$ cat src/rtl/mips_pkg.sv
// Shared encodings for the multiply/divide unit: operation codes, FSM states
// and the architectural data width.
package mips_pkg;

    localparam int WIDTH = 32;

    typedef enum logic [1:0] {
        OP_MULT  = 2'b00,
        OP_MULTU = 2'b01,
        OP_DIV   = 2'b10,
        OP_DIVU  = 2'b11
    } op_e;

    typedef enum logic [1:0] {
        ST_IDLE   = 2'b00,
        ST_RUN    = 2'b01,
        ST_FINISH = 2'b10
    } state_e;

endpackage

$ cat src/rtl/md_datapath.sv
// Iteration datapath: LSB-first shift-add multiplier and MSB-first restoring
// divider sharing one 2*WIDTH accumulator. Operates on unsigned magnitudes.
module md_datapath #(
    parameter int WIDTH = 32
) (
    input  logic               clk,
    input  logic               rst_n,
    input  logic               load,
    input  logic               step,
    input  logic               load_div,
    input  logic [WIDTH-1:0]   a_mag,
    input  logic [WIDTH-1:0]   b_mag,
    output logic [2*WIDTH-1:0] prod,
    output logic [WIDTH-1:0]   quot,
    output logic [WIDTH-1:0]   rem
);

    logic [2*WIDTH-1:0] acc_q, acc_d;
    logic [WIDTH-1:0]   rem_q, rem_d;
    logic [WIDTH-1:0]   opnd_q, opnd_d;
    logic               div_q, div_d;
    logic [WIDTH:0]     sum;
    logic [WIDTH:0]     shifted;
    logic [WIDTH:0]     trial;

    // Multiply keeps the multiplier in the low half and shifts the product in
    // from the top; divide keeps the dividend/quotient in the low half.
    always_comb begin
        acc_d   = acc_q;
        rem_d   = rem_q;
        opnd_d  = opnd_q;
        div_d   = div_q;
        sum     = {1'b0, acc_q[2*WIDTH-1:WIDTH]} + (acc_q[0] ? {1'b0, opnd_q} : {(WIDTH+1){1'b0}});
        shifted = {rem_q, acc_q[WIDTH-1]};
        trial   = shifted - {1'b0, opnd_q};
        if (load) begin
            acc_d  = {{WIDTH{1'b0}}, (load_div ? a_mag : b_mag)};
            opnd_d = load_div ? b_mag : a_mag;
            rem_d  = '0;
            div_d  = load_div;
        end else if (step) begin
            if (div_q) begin
                rem_d = trial[WIDTH] ? shifted[WIDTH-1:0] : trial[WIDTH-1:0];
                acc_d = {acc_q[2*WIDTH-1:WIDTH], acc_q[WIDTH-2:0], ~trial[WIDTH]};
            end else begin
                acc_d = {sum, acc_q[WIDTH-1:1]};
            end
        end
    end

    always_ff @(posedge clk or negedge rst_n) begin
        if (!rst_n) begin
            acc_q  <= '0;
            rem_q  <= '0;
            opnd_q <= '0;
            div_q  <= 1'b0;
        end else begin
            acc_q  <= acc_d;
            rem_q  <= rem_d;
            opnd_q <= opnd_d;
            div_q  <= div_d;
        end
    end

    assign prod = acc_q;
    assign quot = acc_q[WIDTH-1:0];
    assign rem  = rem_q;

endmodule

$ cat src/rtl/mul_div_unit.sv
// Iterative MULT/MULTU/DIV/DIVU unit owning the architectural HI/LO registers.
// Control FSM, iteration counter, sign handling and HI/LO writes live here.
module mul_div_unit #(
    parameter int WIDTH = 32,
    parameter int CNT_W = 6
) (
    input  logic             clk,
    input  logic             rst_n,
    input  logic             start,
    input  logic [1:0]       op,
    input  logic [WIDTH-1:0] rs_data,
    input  logic [WIDTH-1:0] rt_data,
    input  logic             mthi,
    input  logic             mtlo,
    input  logic [WIDTH-1:0] wr_data,
    output logic             busy,
    output logic             done,
    output logic [WIDTH-1:0] hi,
    output logic [WIDTH-1:0] lo
);

    import mips_pkg::*;

    state_e             state_q, state_d;
    logic [CNT_W-1:0]   cnt_q, cnt_d;
    logic               busy_q, busy_d;
    logic               done_q, done_d;
    logic               is_div_q, is_div_d;
    logic               neg_res_q, neg_res_d;
    logic               neg_rem_q, neg_rem_d;
    logic               dz_q, dz_d;
    logic [WIDTH-1:0]   hi_q, hi_d;
    logic [WIDTH-1:0]   lo_q, lo_d;

    logic               load;
    logic               step;
    logic               signed_op;
    logic signed [WIDTH-1:0] rs_s;
    logic signed [WIDTH-1:0] rt_s;
    logic               a_neg;
    logic               b_neg;
    logic [WIDTH-1:0]   a_mag;
    logic [WIDTH-1:0]   b_mag;
    logic [2*WIDTH-1:0] prod;
    logic [WIDTH-1:0]   quot;
    logic [WIDTH-1:0]   rem;

    function automatic logic [WIDTH-1:0] cond_neg(input logic [WIDTH-1:0] v, input logic neg);
        return neg ? (~v + 1'b1) : v;
    endfunction

    function automatic logic [2*WIDTH-1:0] cond_neg_wide(input logic [2*WIDTH-1:0] v, input logic neg);
        return neg ? (~v + 1'b1) : v;
    endfunction

    assign rs_s      = rs_data;
    assign rt_s      = rt_data;
    assign signed_op = (op == OP_MULT) || (op == OP_DIV);
    assign a_neg     = signed_op && (rs_s < 0);
    assign b_neg     = signed_op && (rt_s < 0);
    assign a_mag     = cond_neg(rs_data, a_neg);
    assign b_mag     = cond_neg(rt_data, b_neg);

    md_datapath #(.WIDTH(WIDTH)) u_datapath (
        .clk      (clk),
        .rst_n    (rst_n),
        .load     (load),
        .step     (step),
        .load_div (op[1]),
        .a_mag    (a_mag),
        .b_mag    (b_mag),
        .prod     (prod),
        .quot     (quot),
        .rem      (rem)
    );

    always_comb begin
        state_d   = state_q;
        cnt_d     = cnt_q;
        busy_d    = busy_q;
        done_d    = 1'b0;
        is_div_d  = is_div_q;
        neg_res_d = neg_res_q;
        neg_rem_d = neg_rem_q;
        dz_d      = dz_q;
        hi_d      = hi_q;
        lo_d      = lo_q;
        load      = 1'b0;
        step      = 1'b0;
        case (state_q)
            ST_IDLE: begin
                if (start) begin
                    load      = 1'b1;
                    is_div_d  = op[1];
                    neg_res_d = a_neg ^ b_neg;
                    neg_rem_d = op[1] && a_neg;
                    dz_d      = op[1] && (rt_data == '0);
                    cnt_d     = '0;
                    busy_d    = 1'b1;
                    state_d   = ST_RUN;
                end else begin
                    if (mthi) hi_d = wr_data;
                    if (mtlo) lo_d = wr_data;
                end
            end
            ST_RUN: begin
                step  = 1'b1;
                cnt_d = cnt_q + 1'b1;
                if (cnt_q == CNT_W'(WIDTH-1)) state_d = ST_FINISH;
            end
            ST_FINISH: begin
                // Divide-by-zero quotient is forced; the remainder path already
                // reproduces the dividend because every trial subtract succeeds.
                if (is_div_q) begin
                    lo_d = dz_q ? '1 : cond_neg(quot, neg_res_q);
                    hi_d = cond_neg(rem, neg_rem_q);
                end else begin
                    {hi_d, lo_d} = cond_neg_wide(prod, neg_res_q);
                end
                cnt_d   = '0;
                done_d  = 1'b1;
                busy_d  = 1'b0;
                state_d = ST_IDLE;
            end
            default: begin
                state_d = ST_IDLE;
                busy_d  = 1'b0;
            end
        endcase
    end

    always_ff @(posedge clk or negedge rst_n) begin
        if (!rst_n) begin
            state_q   <= ST_IDLE;
            cnt_q     <= '0;
            busy_q    <= 1'b0;
            done_q    <= 1'b0;
            is_div_q  <= 1'b0;
            neg_res_q <= 1'b0;
            neg_rem_q <= 1'b0;
            dz_q      <= 1'b0;
            hi_q      <= '0;
            lo_q      <= '0;
        end else begin
            state_q   <= state_d;
            cnt_q     <= cnt_d;
            busy_q    <= busy_d;
            done_q    <= done_d;
            is_div_q  <= is_div_d;
            neg_res_q <= neg_res_d;
            neg_rem_q <= neg_rem_d;
            dz_q      <= dz_d;
            hi_q      <= hi_d;
            lo_q      <= lo_d;
        end
    end

    assign busy = busy_q;
    assign done = done_q;
    assign hi   = hi_q;
    assign lo   = lo_q;

endmodule

$ cat config.mk
export PLATFORM = sky130hd
export DESIGN_NAME = mul_div_unit
export DESIGN_NICKNAME = d
export VERILOG_FILES = /design/src/rtl/mips_pkg.sv /design/src/rtl/md_datapath.sv /design/src/rtl/mul_div_unit.sv
export SDC_FILE = /design/constraint.sdc
export NUM_CORES = 1
export LEC_CHECK = 0
export ABC_AREA = 1
export CORE_MARGIN = 3
export CORE_UTILIZATION = 45
export CTS_CLUSTER_DIAMETER = 120
export DETAILED_ROUTE_END_ITERATION = 16
export GPL_TIMING_DRIVEN = 0
export PLACE_DENSITY = 0.71
export SYNTH_ARGS = -nofsm -noshare
export SYNTH_HDL_FRONTEND = slang
export SYNTH_SLANG_ARGS = --single-unit
$ cat constraint.sdc
create_clock -name clk -period 3.5 [get_ports clk]
set_clock_uncertainty 0.2 [all_clocks]
set_input_delay 0.525 -clock clk [delete_from_list [all_inputs] [get_ports clk]]
set_output_delay 0.525 -clock clk [all_outputs]
set_load 0.05 [all_outputs]
==> impl_results.md <==
* Hold Vio Cnt, Final at 0
* Main synth FF type: dfrtp_1
* Multi-input gate area at between 0.01 and 0.015 sq mm
* Clk Latency, worst-skew pair at 0.56 ns
* Post-synthesis register bit count at between 200 and 250
* Post-synthesis sequential area ratio at between 20% and 30%
* Required @ worst endpoint at ~3.8 ns
* Setup violators final at 0
* Port bufs at around 170
* First-pass GRT wire length at about 130000 microns
* Top post-synthesis cells by area: dfrtp_1 27%, nand2_1 18%, nor2_1 8.2%
* Worst Reg-to-Reg Cells at 13
* Startpoint types: flop
* CTS root buffer: clkbuf_16
* Hold Slack at 0.284 ns
* Reg2reg start: u_datapath.prod[0]
* Number of H-tree levels at 1
* Initial antenna violation count at 2
* Most frequent cells after synthesis: 926 x nand2_1, 419 x nor2_1, 364 x inv_1
* Share of cells above drive strength 1 at under 10%
* Critical path endpoint category: flop
* Dpl ws at -0.0836 ns
* Setup WS post-layout at 0.285 ns
* # IOs at ~170
* Power density cells at approximately 1200 mW/mm^2
* Synth unique cells at 52
* Largest net degree at the start of global routing at ~110
* Chip width at roughly 210 microns
* Clock transition at path regs at roughly 0.06 ns
* Setup repair bufs after CTS at 0
* Slew headroom at approximately 43%
* Reg-to-reg slack, setup at approximately 0.29 ns
* Core area at 0.0414 sq mm
* Vias at 22.6k
* Most common cell in the netlist: nand2_1
* DP HPWL at just over 70000 microns
* Area grow syn2layout at 17.2%
* Final min period at approximately 3.2 ns
* Final Max Slew Viols at 0
* Wire per inst at approximately 22 microns
* Reg area at 0.00515 sq mm
* Fin crit share at 91.9%
* Synth Warn # at 0
* ANT nets after route at 0
* Final Non-Filler Cells at ~3.9k
* WS Path Type: flop to flop
* Dpl cells at around 3.8k
* Worst Hold Class: flop to flop
* Total grt overflow at 0
* Lkg Pwr at 10.8 nW
* Nets at about 3.5k
* Die H at 212 microns
* Max frequency at between 300 and 400 MHz
* GPL Wtd Cong at ~1.0
* DRC at 0
* RSZ-0062 raised after global routing: no
* Area of the mapped netlist at around 0.019 sq mm
* # fillers at between 4k and 5k
* Num Clock Sinks at about 210
* Number of flops mapped to enable cells by yosys at 0
* Number of global-route vias before repair at roughly 21k
* Highest net fanout along the worst path at 10
* Async set-or-reset flop fraction in the synthesized netlist at 100%
* Row count at 74
* Initial Utilization at 46.2%
* Worst Tran Pin Value at 0.857 ns
* Mapped Nets at 3309
* Max-cap violations at 0
* Synth Area per Inst at between 6 and 7 sq um
* TritonCTS clock tree: done
* Routed WL at 85100 microns
* End of the worst register-to-register path: u_datapath.prod[52]
* Diode count at 0
* GRT Resource Usage Total at 37.2%
* Drt pass-1 iters at 7
* Status: finished clean
* Vias/cell at between 5 and 6
* Syn Inst Count at around 3.1k
* Max clock buf depth at 3
* Cell taking the most area after synthesis: dfrtp_1
* Post-synth top area share at 27.0%
* Worst Hold Endpoint: lo[6]
* WHS Path Cells at 2
* CP arrival at around 3.5 ns
* Hold wc startpoint: lo[6]
* Die area at about 0.045 sq mm
* Iter 0 DRT Violations at around 2.5k
* Num CTS Buffers at 26
* Maximum VDD drop at about 0.52 mV
-- routing by layer --
layer  vias up  global-route usage, %  wire (microns)
met4         4                   16.7            4490
met3       197                   5.47            7880
met1     10583                   51.4           35900
met5         -                      0              23
met2      1165                   57.6           36800
li1      10623                      -               -
-- registers in the layout, summed over array words and instances (netlist names) --
register           count
hi                    32
state_q                2
is_div_q               1
neg_rem_q              1
lo                    32
done                   1
u_datapath.prod       64
u_datapath.opnd_q     32
busy                   1
cnt_q                  6
u_datapath.rem        32
neg_res_q              1
dz_q                   1
-- report_power, final --
group	switching (mW)	total (mW)	internal, mW
Combinational	12.3	17.9	5.59
Sequential	1.79	5.36	3.57
Clock	1.14	2.78	1.64
Total	15.2	26.0	10.8
-- logic make-up (layout without fill, tap and decap cells) --
| logic type | count (synthesis) | after routing | synth area share [%] |
|---|---|---|---|
| DFF | 206 | 206 | 27.0 |
| buffers and inverters | 475 | 691 | 9.89 |
| adders and majority gates | 71 | 71 | 4.73 |
| muxes | 1 | 1 | 0.0589 |
| xor gates and xnor gates | 74 | 74 | 3.39 |
| and+or+nand+nor | 1742 | 1742 | 38.1 |
| AOI/OAI and AO/OA | 566 | 566 | 16.9 |
-- how the worst max path moves through the flow --
stage / startpoint / end / slack, ns / cells past startpoint
final: u_datapath.prod[0] / u_datapath.prod[52] / 0.29 / 13
after global placement: rst_n / cnt_q[0] / -7.25 / 1
after detailed placement: u_datapath.prod[0] / u_datapath.prod[61] / -0.08 / 14
after CTS: u_datapath.prod[0] / u_datapath.prod[49] / 0.07 / 15
after global routing: u_datapath.prod[0] / u_datapath.prod[52] / 0.003 / 13
after floorplan: u_datapath.prod[0] / u_datapath.prod[61] / 0.72 / 13
-- through the flow --
step                setup TNS, ns  power (mW)  utilization [%]  instance area, sq um
detailed placement         -0.178        22.7             51.9                 21500
finish                          0        26.0             54.1                 22400
global placement         -1486.63        22.5             51.9                 21500
global route                    0        27.8             54.1                 22400
floorplan                       0        16.5                -                 19100
CTS                             0        25.5             54.1                 22400
-- cell usage in the layout, fill, tap and decap left out, types with 42 or more instances in the layout --
master | Yosys | layout
nand2_1 | 926 | 926
nor2_1 | 419 | 419
inv_1 | 364 | 364
nand3_1 | 258 | 258
a21oi_1 | 217 | 217
dfrtp_1 | 206 | 206
o21ai_0 | 186 | 184
clkdlybuf4s50_1 | 0 | 167
ha_1 | 69 | 69
clkbuf_1 | 42 | 44
xor2_1 | 42 | 42
-- what timing repair did --
action | CTS | global route
pin swaps | 0 | 0
hold buffers | 1 | 0
setup endpoints to repair | 3 | 14
cloned | 0 | 0
resized for setup | 1 | 7
hold endpoints to repair | 95 | 0
-- area by class of cell --
type                       instances  area share (%)
sequential                       206            23.0
multi-input combinational       2454            54.0
timing repair buffer             170            7.70
inverter                         378            6.33
tap                              532            2.97
clock inverter                    12           0.587
buffer                            97            2.11
clock buffer                      34            3.31
-- critical path: stages (launching register included) --
cell and delay, ns:
dfrtp_1 0.31, buf_2 0.30, buf_1 0.36, nand2_1 0.10, inv_1 0.08, ha_1 0.29, a21oi_1 0.30, a21boi_1 0.38
o21ai_0 0.27, nand2_1 0.12, nand2_1 0.12, nand2_1 0.09, nand2_1 0.05, o22ai_1 0.14
(Power assumes the default switching activity.)
